==> config.mk <==
export PLATFORM = sky130hd
export DESIGN_NAME = min_priority_arbiter
export DESIGN_NICKNAME = d
export VERILOG_FILES = /design/src/rtl/min_arb_pkg.sv /design/src/rtl/min4_idx.sv /design/src/rtl/min_priority_arbiter.sv
export SDC_FILE = /design/constraint.sdc
export NUM_CORES = 1
export LEC_CHECK = 0
export CAP_MARGIN = 20
export CORE_ASPECT_RATIO = 1.4
export CORE_UTILIZATION = 55
export DETAILED_ROUTE_END_ITERATION = 8
export GPL_TIMING_DRIVEN = 0
export PLACE_DENSITY = 0.8
export SLEW_MARGIN = 20
export SYNTH_ARGS = -nofsm -noshare
export SYNTH_HDL_FRONTEND = slang
export SYNTH_SLANG_ARGS = --single-unit
==> constraint.sdc <==
create_clock -name clk -period 12.8 [get_ports clk]
set_clock_uncertainty 0.15 [all_clocks]
set_input_delay 2.56 -clock clk [delete_from_list [all_inputs] [get_ports clk]]
set_output_delay 2.56 -clock clk [all_outputs]
set_load 0.01 [all_outputs]
==> src/rtl/min_arb_pkg.sv <==
// Shared types and sizing for the four-way minimum-priority arbiter.
// Optional aging build: define MIN_ARB_AGING_EN.
package min_arb_pkg;

    localparam int PRIO_W = 3;
    localparam int N_REQ  = 4;
    localparam int IDX_W  = 2;

    typedef enum logic {
        IDLE  = 1'b0,
        GRANT = 1'b1
    } state_t;

    // Floor-at-zero subtract used to turn raw priority plus age into effective priority.
    function automatic logic [PRIO_W-1:0] sat_sub(input logic [PRIO_W-1:0] a,
                                                  input logic [PRIO_W-1:0] b);
        return (a > b) ? (a - b) : '0;
    endfunction

endpackage

==> src/rtl/min4_idx.sv <==
// Minimum-of-four selector over valid entries; lowest index wins ties.
// Latency: combinational. Backpressure: none.
// Output any_valid is low when no entry is valid (idx is then 0).
module min4_idx
    import min_arb_pkg::*;
(
    input  logic [PRIO_W-1:0] v0,
    input  logic [PRIO_W-1:0] v1,
    input  logic [PRIO_W-1:0] v2,
    input  logic [PRIO_W-1:0] v3,
    input  logic [N_REQ-1:0]  vld,
    output logic [IDX_W-1:0]  idx,
    output logic              any_valid
);

    logic [PRIO_W-1:0] val [N_REQ];
    logic [PRIO_W-1:0] best;

    assign val[0] = v0;
    assign val[1] = v1;
    assign val[2] = v2;
    assign val[3] = v3;

    // Strict less-than keeps the earlier (lower) index on a tie.
    always_comb begin
        idx       = '0;
        best      = '1;
        any_valid = 1'b0;
        for (int i = 0; i < N_REQ; i++) begin
            if (vld[i] && (!any_valid || (val[i] < best))) begin
                idx       = IDX_W'(i);
                best      = val[i];
                any_valid = 1'b1;
            end
        end
    end

endmodule

==> src/rtl/min_priority_arbiter.sv <==
// Four-requester arbiter: registered one-hot grant to the smallest effective priority.
// Latency: 1 cycle request-to-grant; one idle cycle always separates consecutive grants.
// Backpressure: grant held while req stays high, revoked after MAX_HOLD cycles (MIN_ARB_AGING_EN adds aging).
module min_priority_arbiter
    import min_arb_pkg::*;
#(
    parameter int MAX_HOLD   = 16,
    parameter int AGE_PERIOD = 4
)(
    input  logic              clk,
    input  logic              rst_n,
    input  logic [N_REQ-1:0]  req,
    input  logic [PRIO_W-1:0] prio0,
    input  logic [PRIO_W-1:0] prio1,
    input  logic [PRIO_W-1:0] prio2,
    input  logic [PRIO_W-1:0] prio3,
    output logic [N_REQ-1:0]  gnt,
    output logic [IDX_W-1:0]  gnt_idx,
    output logic              gnt_valid,
    output logic              timeout
);

    localparam logic [7:0] HOLD_LAST = 8'(MAX_HOLD - 1);

    if (MAX_HOLD < 2 || MAX_HOLD > 255 || AGE_PERIOD < 1 || AGE_PERIOD > 255) begin : g_bad_cfg
        $error("min_priority_arbiter: parameter out of range");
    end

    state_t            state_q, state_d;
    logic [N_REQ-1:0]  gnt_d;
    logic [IDX_W-1:0]  idx_d;
    logic              timeout_d;
    logic [7:0]        hold_q, hold_d;
    logic [N_REQ-1:0]  mask_q, mask_d;

    logic [PRIO_W-1:0] prio [N_REQ];
    logic [PRIO_W-1:0] eff  [N_REQ];
    logic [N_REQ-1:0]  cand;
    logic [N_REQ-1:0]  arb_vld;
    logic [IDX_W-1:0]  win_idx;
    logic              win_any;

    assign prio[0] = prio0;
    assign prio[1] = prio1;
    assign prio[2] = prio2;
    assign prio[3] = prio3;

`ifdef MIN_ARB_AGING_EN
    localparam logic [7:0] PER_LAST = 8'(AGE_PERIOD - 1);

    logic [PRIO_W-1:0] age_q [N_REQ];
    logic [7:0]        per_q [N_REQ];

    always_ff @(posedge clk or negedge rst_n) begin
        if (!rst_n) begin
            for (int i = 0; i < N_REQ; i++) begin
                age_q[i] <= '0;
                per_q[i] <= '0;
            end
        end else begin
            for (int i = 0; i < N_REQ; i++) begin
                if (!req[i] || gnt[i]) begin
                    age_q[i] <= '0;
                    per_q[i] <= '0;
                end else if (per_q[i] == PER_LAST) begin
                    per_q[i] <= '0;
                    if (age_q[i] != '1) begin
                        age_q[i] <= age_q[i] + 1'b1;
                    end
                end else begin
                    per_q[i] <= per_q[i] + 8'd1;
                end
            end
        end
    end

    always_comb begin
        for (int i = 0; i < N_REQ; i++) begin
            eff[i] = sat_sub(prio[i], age_q[i]);
        end
    end
`else
    always_comb begin
        for (int i = 0; i < N_REQ; i++) begin
            eff[i] = prio[i];
        end
    end
`endif

    // A lone masked requester is still served rather than leaving the resource idle.
    assign cand    = req & ~mask_q;
    assign arb_vld = (|cand) ? cand : req;

    min4_idx u_min4_idx (
        .v0        (eff[0]),
        .v1        (eff[1]),
        .v2        (eff[2]),
        .v3        (eff[3]),
        .vld       (arb_vld),
        .idx       (win_idx),
        .any_valid (win_any)
    );

    always_comb begin
        state_d   = state_q;
        gnt_d     = gnt;
        idx_d     = gnt_idx;
        timeout_d = 1'b0;
        hold_d    = hold_q;
        mask_d    = mask_q;
        case (state_q)
            IDLE: begin
                mask_d = '0;
                if (win_any) begin
                    gnt_d   = N_REQ'(1) << win_idx;
                    idx_d   = win_idx;
                    hold_d  = '0;
                    state_d = GRANT;
                end
            end
            GRANT: begin
                hold_d = hold_q + 8'd1;
                if (!req[gnt_idx]) begin
                    gnt_d   = '0;
                    state_d = IDLE;
                end else if (hold_q == HOLD_LAST) begin
                    gnt_d     = '0;
                    timeout_d = 1'b1;
                    mask_d    = gnt;
                    state_d   = IDLE;
                end
            end
            default: begin
                gnt_d   = '0;
                state_d = IDLE;
            end
        endcase
    end

    always_ff @(posedge clk or negedge rst_n) begin
        if (!rst_n) begin
            state_q <= IDLE;
            gnt     <= '0;
            gnt_idx <= '0;
            timeout <= 1'b0;
            hold_q  <= '0;
            mask_q  <= '0;
        end else begin
            state_q <= state_d;
            gnt     <= gnt_d;
            gnt_idx <= idx_d;
            timeout <= timeout_d;
            hold_q  <= hold_d;
            mask_q  <= mask_d;
        end
    end

    assign gnt_valid = |gnt;

endmodule
# ---- Word-level counts from Yosys, hierarchy flattened
# Index checks and enable logic that the tools add are counted.
dict set report totals {
  ramBits 0
  latch_bits 0
  register_bits 20
  mem_bits_ro 0
  n_memories 0
  output_inout_bits 8
  in_bits 18
}
dict set report classes {
  shifts 1
  muxes 29
  addsub 1
  reduce_logical 14
  eq_ne 5
  n_mul 0
  magnitude_cmp 4
  n_bitwise 3
  div_mod_pow 0
}
# operator n
set op_table {}
lappend op_table {{$mux 4} 6}
lappend op_table {{$pmux 4 s2} 2}
lappend op_table {{$pmux 8 s2} 1}
lappend op_table {{$mux 1} 12}
lappend op_table {{$lt 3x3->1} 3}
lappend op_table {{$mux 3} 3}
lappend op_table {{$add 8x1->8 const B} 1}
lappend op_table {{$eq 8x4->1 const B} 1}
lappend op_table {{$mux 8} 1}
lappend op_table {{$reduce_or 4->1} 2}
lappend op_table {{$ne 2x1->1 const B} 3}
lappend op_table {{$reduce_and 2->1} 3}
lappend op_table {{$and 4x4->4} 1}
lappend op_table {{$mux 2} 2}
lappend op_table {{$not 4->4} 1}
lappend op_table {{$shl 1x2->4 const A} 1}
lappend op_table {{$logic_and 1x1->1} 3}
lappend op_table {{$logic_not 1->1} 3}
lappend op_table {{$logic_or 1x1->1} 3}
lappend op_table {{$lt 2x3->1 const B} 1}
lappend op_table {{$ne 3x2->1 const B} 1}
lappend op_table {{$bmux 1 s2} 1}
lappend op_table {{$pmux 1 s2} 1}
lappend op_table {{$not 1->1} 1}

# ---- Logic depth before layout (Yosys ltp)
dict set report depth {
  word_depth 20
  mapped_depth 18
  ltp_nobuf 18
}

# ---- Hierarchy
# Synthesis repeated with hierarchy kept, for this count alone.
dict set report unflattened {
  hier_cells 156
  area_unflattened_um2 1413.9
}
# module seq_area_each_um2 instances cells_per_inst area_each_um2
set by_module_without_submodules {}
lappend by_module_without_submodules {min_priority_arbiter 500.5 1 100 1004.7}
lappend by_module_without_submodules {min4_idx 0.0 1 56 409.1}

# ---- Worst setup path after synthesis
# Ideal clock, no wire load.
dict set report synth_timing {
  kind {input to register}
  from {input port req[3]}
  to {register gnt[0]}
  t_arrival_ns 6.198
  required_time_ns 12.528
  path_buffers 0
  stages 18
  slack_ns 6.330
  setup_ns 0.122
  cell_sequence {nor2b_4 -> o31a_1 -> or4b_4 -> nand2_1 -> mux2i_1 -> ha_1 -> o21a_1 -> nor2_1 -> o21ai_0 -> a21bo_2 -> nor2_1 -> a21oi_1 -> ha_1 -> a211oi_1 -> o2111a_1 -> o21ai_0 -> and3_4 -> a32o_1}
}
dict set report synth_via {
  elab_chain_cells 19
  word_cells_on_any_way 34
}
# element line
set synth_rtl {}
lappend synth_rtl {{start: declaration} min_priority_arbiter.sv:12} ;# input logic [N_REQ-1:0] req,
lappend synth_rtl {{$and 4x4->4} min_priority_arbiter.sv:91} ;# assign cand = req & ~mask_q;
lappend synth_rtl {{$reduce_or 4->1} min_priority_arbiter.sv:92} ;# assign arb_vld = (|cand) ? cand : req;
lappend synth_rtl {{$mux 4} min_priority_arbiter.sv:92}
lappend synth_rtl {{$mux 3 / $mux 1 (equally long branches)} min4_idx.sv:30} ;# if (vld[i] && (!any_valid || (val[i] < best))) begin
lappend synth_rtl {{$lt 3x3->1 / $logic_not 1->1 (equally long branches)} min4_idx.sv:30}
lappend synth_rtl {{$logic_or 1x1->1} min4_idx.sv:30}
lappend synth_rtl {{$logic_and 1x1->1} min4_idx.sv:30}
lappend synth_rtl {{$mux 3 / $mux 1 (equally long branches)} min4_idx.sv:30}
lappend synth_rtl {{[... 3 more ...]} --}
lappend synth_rtl {{$mux 3 / $mux 1 (equally long branches)} min4_idx.sv:30}
lappend synth_rtl {{$lt 3x3->1 / $logic_not 1->1 (equally long branches)} min4_idx.sv:30}
lappend synth_rtl {{$logic_or 1x1->1} min4_idx.sv:30}
lappend synth_rtl {{$logic_and 1x1->1} min4_idx.sv:30}
lappend synth_rtl {{$mux 2} min4_idx.sv:30}
lappend synth_rtl {{$shl 1x2->4} min_priority_arbiter.sv:115} ;# gnt_d = N_REQ'(1) << win_idx;
lappend synth_rtl {{$mux 4} min_priority_arbiter.sv:114} ;# if (win_any) begin
lappend synth_rtl {{$pmux 4 s2} min_priority_arbiter.sv:111} ;# case (state_q)
lappend synth_rtl {{end signal: assignment} min_priority_arbiter.sv:150} ;# gnt <= gnt_d;
lappend synth_rtl {{end: declaration} min_priority_arbiter.sv:17} ;# output logic [N_REQ-1:0] gnt,
# Parallel ways exist; a longest one is shown, timed or not. The select of a mux whose other input is x is not followed.
# A chain may end at the register's enable or synchronous reset.

# ---- Worst setup path in the final report
dict set report layout_timing {
  from {input port req[1]}
  to {register gnt[0]}
}
# The elaborated chain is that of the path after synthesis.

==> metrics.md <==
| Metric | Value |
|---|---|
| Run status | `complete, but fails checks` |
| Failing checks | `DRC` |
| Sink Count | `20` |
| Routed via count divided by cell count | `~6.5` |
| Worst min-delay path startpoint | `hold_q[7]$_DFFE_PN0P_` |
| Synth Area in Compound Gates | `0.267` |
| Startpoint types | `primary input` |
| Design area | `0.00163 sq mm` |
| FP Rows | `20` |
| Die footprint | `roughly 0.0026 sq mm` |
| Number of synthesized register bits | `20` |
| Clock slew at reported path FFs | `approximately 0.1 ns` |
| CTS buffer count | `3` |
| Post-Place Setup Slack | `between 5 and 6 ns` |
| Seq pwr share | `0.418` |
| RSZ-0062 raised after global routing | `no` |
| Vias in the first global route | `roughly 1300` |
| Max Freq | `~0.14 GHz` |
| Mapped Area | `around 0.0013 sq mm` |
| Max IR drop VDD | `between 0.08 and 0.09 mV` |
| Int Pwr | `~140 uW` |
| Final Util | `0.732` |
| Placed inst area | `about 0.0016 sq mm` |
| IO Pins | `26` |
| Leakage | `around 0.00070 uW` |
| FF-to-FF path depth | `18` |
| Simple-Gate Fraction of Synth Area | `0.233` |
| Setup bufs post-CTS | `0` |
| Final worst-path setup slack | `approximately 5.6 ns` |
| Longest Clk Path Bufs | `2` |
| Power Density | `approximately 130 mW/mm^2` |
| Share of layout cells above drive strength 1 | `0.0585` |
| CP endpoint kind | `flop` |
| Congestion Overflow GR | `0` |
| Switching Share | `0.369` |
| Worst Hold End | `hold_q[7]$_DFFE_PN0P_` |
| IO buf count | `25` |
| WHS | `approximately 0.33 ns` |
| Post-Synthesis Cells | `~140` |
| Synth Area in XOR/XNOR | `0.00659` |
| CP Data Arrival Time | `~7.3 ns` |
| Hpwl dp | `around 2500 um` |
| Worst-Skew Late Latency | `0.30 ns` |
| CTS Hold Bufs | `0` |
| # H-tree levels | `1` |
| P_sw | `roughly 80 uW` |
| Tot GR Track Use | `0.265` |
| Core Footprint | `between 0.002 and 0.0025 sq mm` |
| Setup-failing EPs final | `0` |
| Final nets | `slightly below 200` |
| Post-synth cell types | `44` |
| Reg2reg start | `mask_q[3]$_DFFE_PN0P_` |
| Filler Cell Count | `approximately 170` |
| Area of the multi-input gates | `roughly 800 sq um` |
| Crit Path Category | `primary input to flop` |
| First-iteration detailed-routing DRC count | `30` |
| Root Buffer Master | `clkbuf_4` |
| Hold depth | `1` |
| Die width | `~44 um` |
| Die H | `60.2 um` |
| # DRC | `6` |
| Synth Area in Adders | `0.0470` |
| Total number of vias | `between 1000 and 1500` |
| Syn Nets | `around 170` |
| WL per Instance | `approximately 16 um` |
| Max-slew violation count | `0` |
| Post-synthesis mux area share | `0.0470` |
| Final wirelength | `roughly 3100 um` |
| FF+latch area | `about 500 sq um` |
| Initial antenna violation count | `0` |
| Avg Inst Size Synth | `9.30 sq um` |
| Synth warnings | `0` |
| Hold Path Class | `flop to flop` |
| Post-cts sizing count | `0` |
| Relative slew slack | `0.418` |
| Largest family of logic cells by synthesized area | `compound AO/OA/AOI/OAI gates` |
| Max FO, Critical Path | `6` |
| Routed Antenna Nets | `0` |
| First-pass GRT wire length | `around 5200 um` |
| WP data required | `around 13 ns` |
| Worst-Margin Slew | `roughly 0.87 ns` |
| Initial core utilization | `0.597` |
| Minimum clock period | `~7.2 ns` |
| Reg2Reg Capture Point | `gnt[0]$_DFFE_PN0P_` |
| CTS tree | `done` |
| Final Hold Fails | `0` |
| DRT Pass-1 Iters | `6` |
| Crit share post-route | `0.565` |
| Clock power frac | `0.132` |
| Largest net degree at the start of global routing | `21` |
| Logic pwr share | `0.451` |
| P&R area growth vs syn | `22.6%` |
| Total negative slack | `0 ns` |
| Internal reg-to-reg setup slack | `approximately 8.0 ns` |
| Max cap viols | `0` |
| Seq/Total Area, Yosys | `0.376` |
| Routability congestion estimate from global placement | `0.791` |
| Diode count | `0` |
-- cell usage in the layout (no fill, tap or decap), types with 2 or more instances in the layout --
cell type and instances:
dfrtp_1 20, nand3_1 6, o21ai_0 7, clkbuf_4 3, nand3b_1 2, a21oi_1 6, inv_1 6, and3_1 2
o21ai_1 5, nand2b_1 3, nor2_1 11, o31ai_1 8, nand2_1 11, a211oi_1 5, a32o_1 2, o21a_1 2
a22o_1 2, ha_1 5, nor2b_4 2, o211ai_1 3, clkdlybuf4s50_1 25, and2_1 4, nor2b_1 4, nand4_1 2
mux2i_1 4
-- worst max-delay path, cell delays in order --
cell,delay (ns)
clkdlybuf4s50_1,0.49
nor2b_1,0.22
o31a_1,0.27
or4b_4,0.55
nand2_1,0.19
mux2i_1,0.29
ha_1,0.27
o21a_1,0.16
nor2_1,0.15
o21ai_0,0.20
a21bo_2,0.33
nor2_1,0.05
a21oi_1,0.13
ha_1,0.26
a211oi_1,0.34
o2111a_1,0.26
o21ai_0,0.10
and3_4,0.18
a32o_1,0.25
-- synth_stat cells (all sizes together) --
library cell / instances / area [sq um]
a31oi: 1 / 6.26
clkbuf: 1 / 3.75
o2bb2ai: 1 / 8.76
a22oi: 1 / 7.51
mux2i: 4 / 40.0
nor2: 11 / 41.3
a211oi: 5 / 37.5
mux4: 1 / 22.5
o21a: 2 / 15.0
nand4: 2 / 12.5
a32oi: 2 / 25.0
inv: 6 / 22.5
and3: 3 / 23.8
a22o: 2 / 17.5
nand3b: 2 / 15.0
nor2b: 6 / 52.6
nand3: 6 / 30.0
nor3: 1 / 5.00
o22ai: 1 / 6.26
a21bo: 1 / 10.0
o21ai: 12 / 60.1
o2111a: 1 / 11.3
nor3b: 1 / 7.51
a21oi: 6 / 30.0
or2: 1 / 6.26
o211ai: 3 / 22.5
ha: 5 / 62.6
o31ai: 8 / 60.1
dfrtp: 20 / 500
and2: 4 / 25.0
or4: 1 / 7.51
a32o: 2 / 20.0
xnor2: 1 / 8.76
clkinv: 1 / 3.75
o31a: 1 / 8.76
nand2b: 3 / 18.8
o311ai: 1 / 8.76
or4b: 2 / 23.8
nand2: 11 / 41.3
-- through the flow --
step	power, uW	instances
after floorplan	146	143
after global placement	187	190
after detailed placement	189	190
after CTS	218	193
after global routing	231	193
final	217	193
-- per-layer routing --
layer,part of all wire,track usage,vias to the layer above
met5,0,0,-
met4,0.033,0.134,0
met3,0.040,0.0181,13
met2,0.54,0.516,40
met1,0.38,0.276,599
li1,-,-,606
-- sequential cells by signal, indices dropped and copies added, names as in the netlist --
| name | count |
|---|---|
| state_q | 1 |
| gnt_idx | 2 |
| timeout | 1 |
| hold_q | 8 |
| mask_q | 4 |
| gnt | 4 |
-- layout make-up --
type                    count  share of cell area
clock buffers               3              0.0138
multi-input cells         115               0.490
plain buffers               1             0.00230
well taps                  22              0.0169
inverters                   7              0.0161
repair buffers             25               0.153
flip-flops and latches     20               0.307
-- logic make-up after synthesis --
| group | count (synthesis) |
|---|---|
| compound gates | 50 |
| mux | 5 |
| flops | 20 |
| fa+ha+maj | 5 |
| buf+inv | 8 |
| xor+xnor | 1 |
| simple gates | 54 |
-- power groups by stage --
stage | Combinational [uW] | Sequential, uW | Clock [uW]
after floorplan | 55.1 | 91.2 | 0
after CTS | 98.5 | 90.4 | 29.0
final | 97.9 | 90.8 | 28.7
after global placement | 96.1 | 91.3 | 0
after global routing | 107 | 92.8 | 30.7
after detailed placement | 97.5 | 91.7 | 0
-- how the worst max path moves through the flow --
stage               slack [ns]  cells past startpoint   start                 end
finish                    5.57                     19  req[1]  gnt[0]$_DFFE_PN0P_
floorplan                 6.33                     18  req[3]  gnt[0]$_DFFE_PN0P_
detailed placement        5.30                     19  req[1]  gnt[0]$_DFFE_PN0P_
global route              5.31                     19  req[1]  gnt[0]$_DFFE_PN0P_
CTS                       5.60                     19  req[1]  gnt[0]$_DFFE_PN0P_
global placement          5.36                     19  req[1]  gnt[0]$_DFFE_PN0P_
Note: power is estimated with default switching activity, not from simulation.
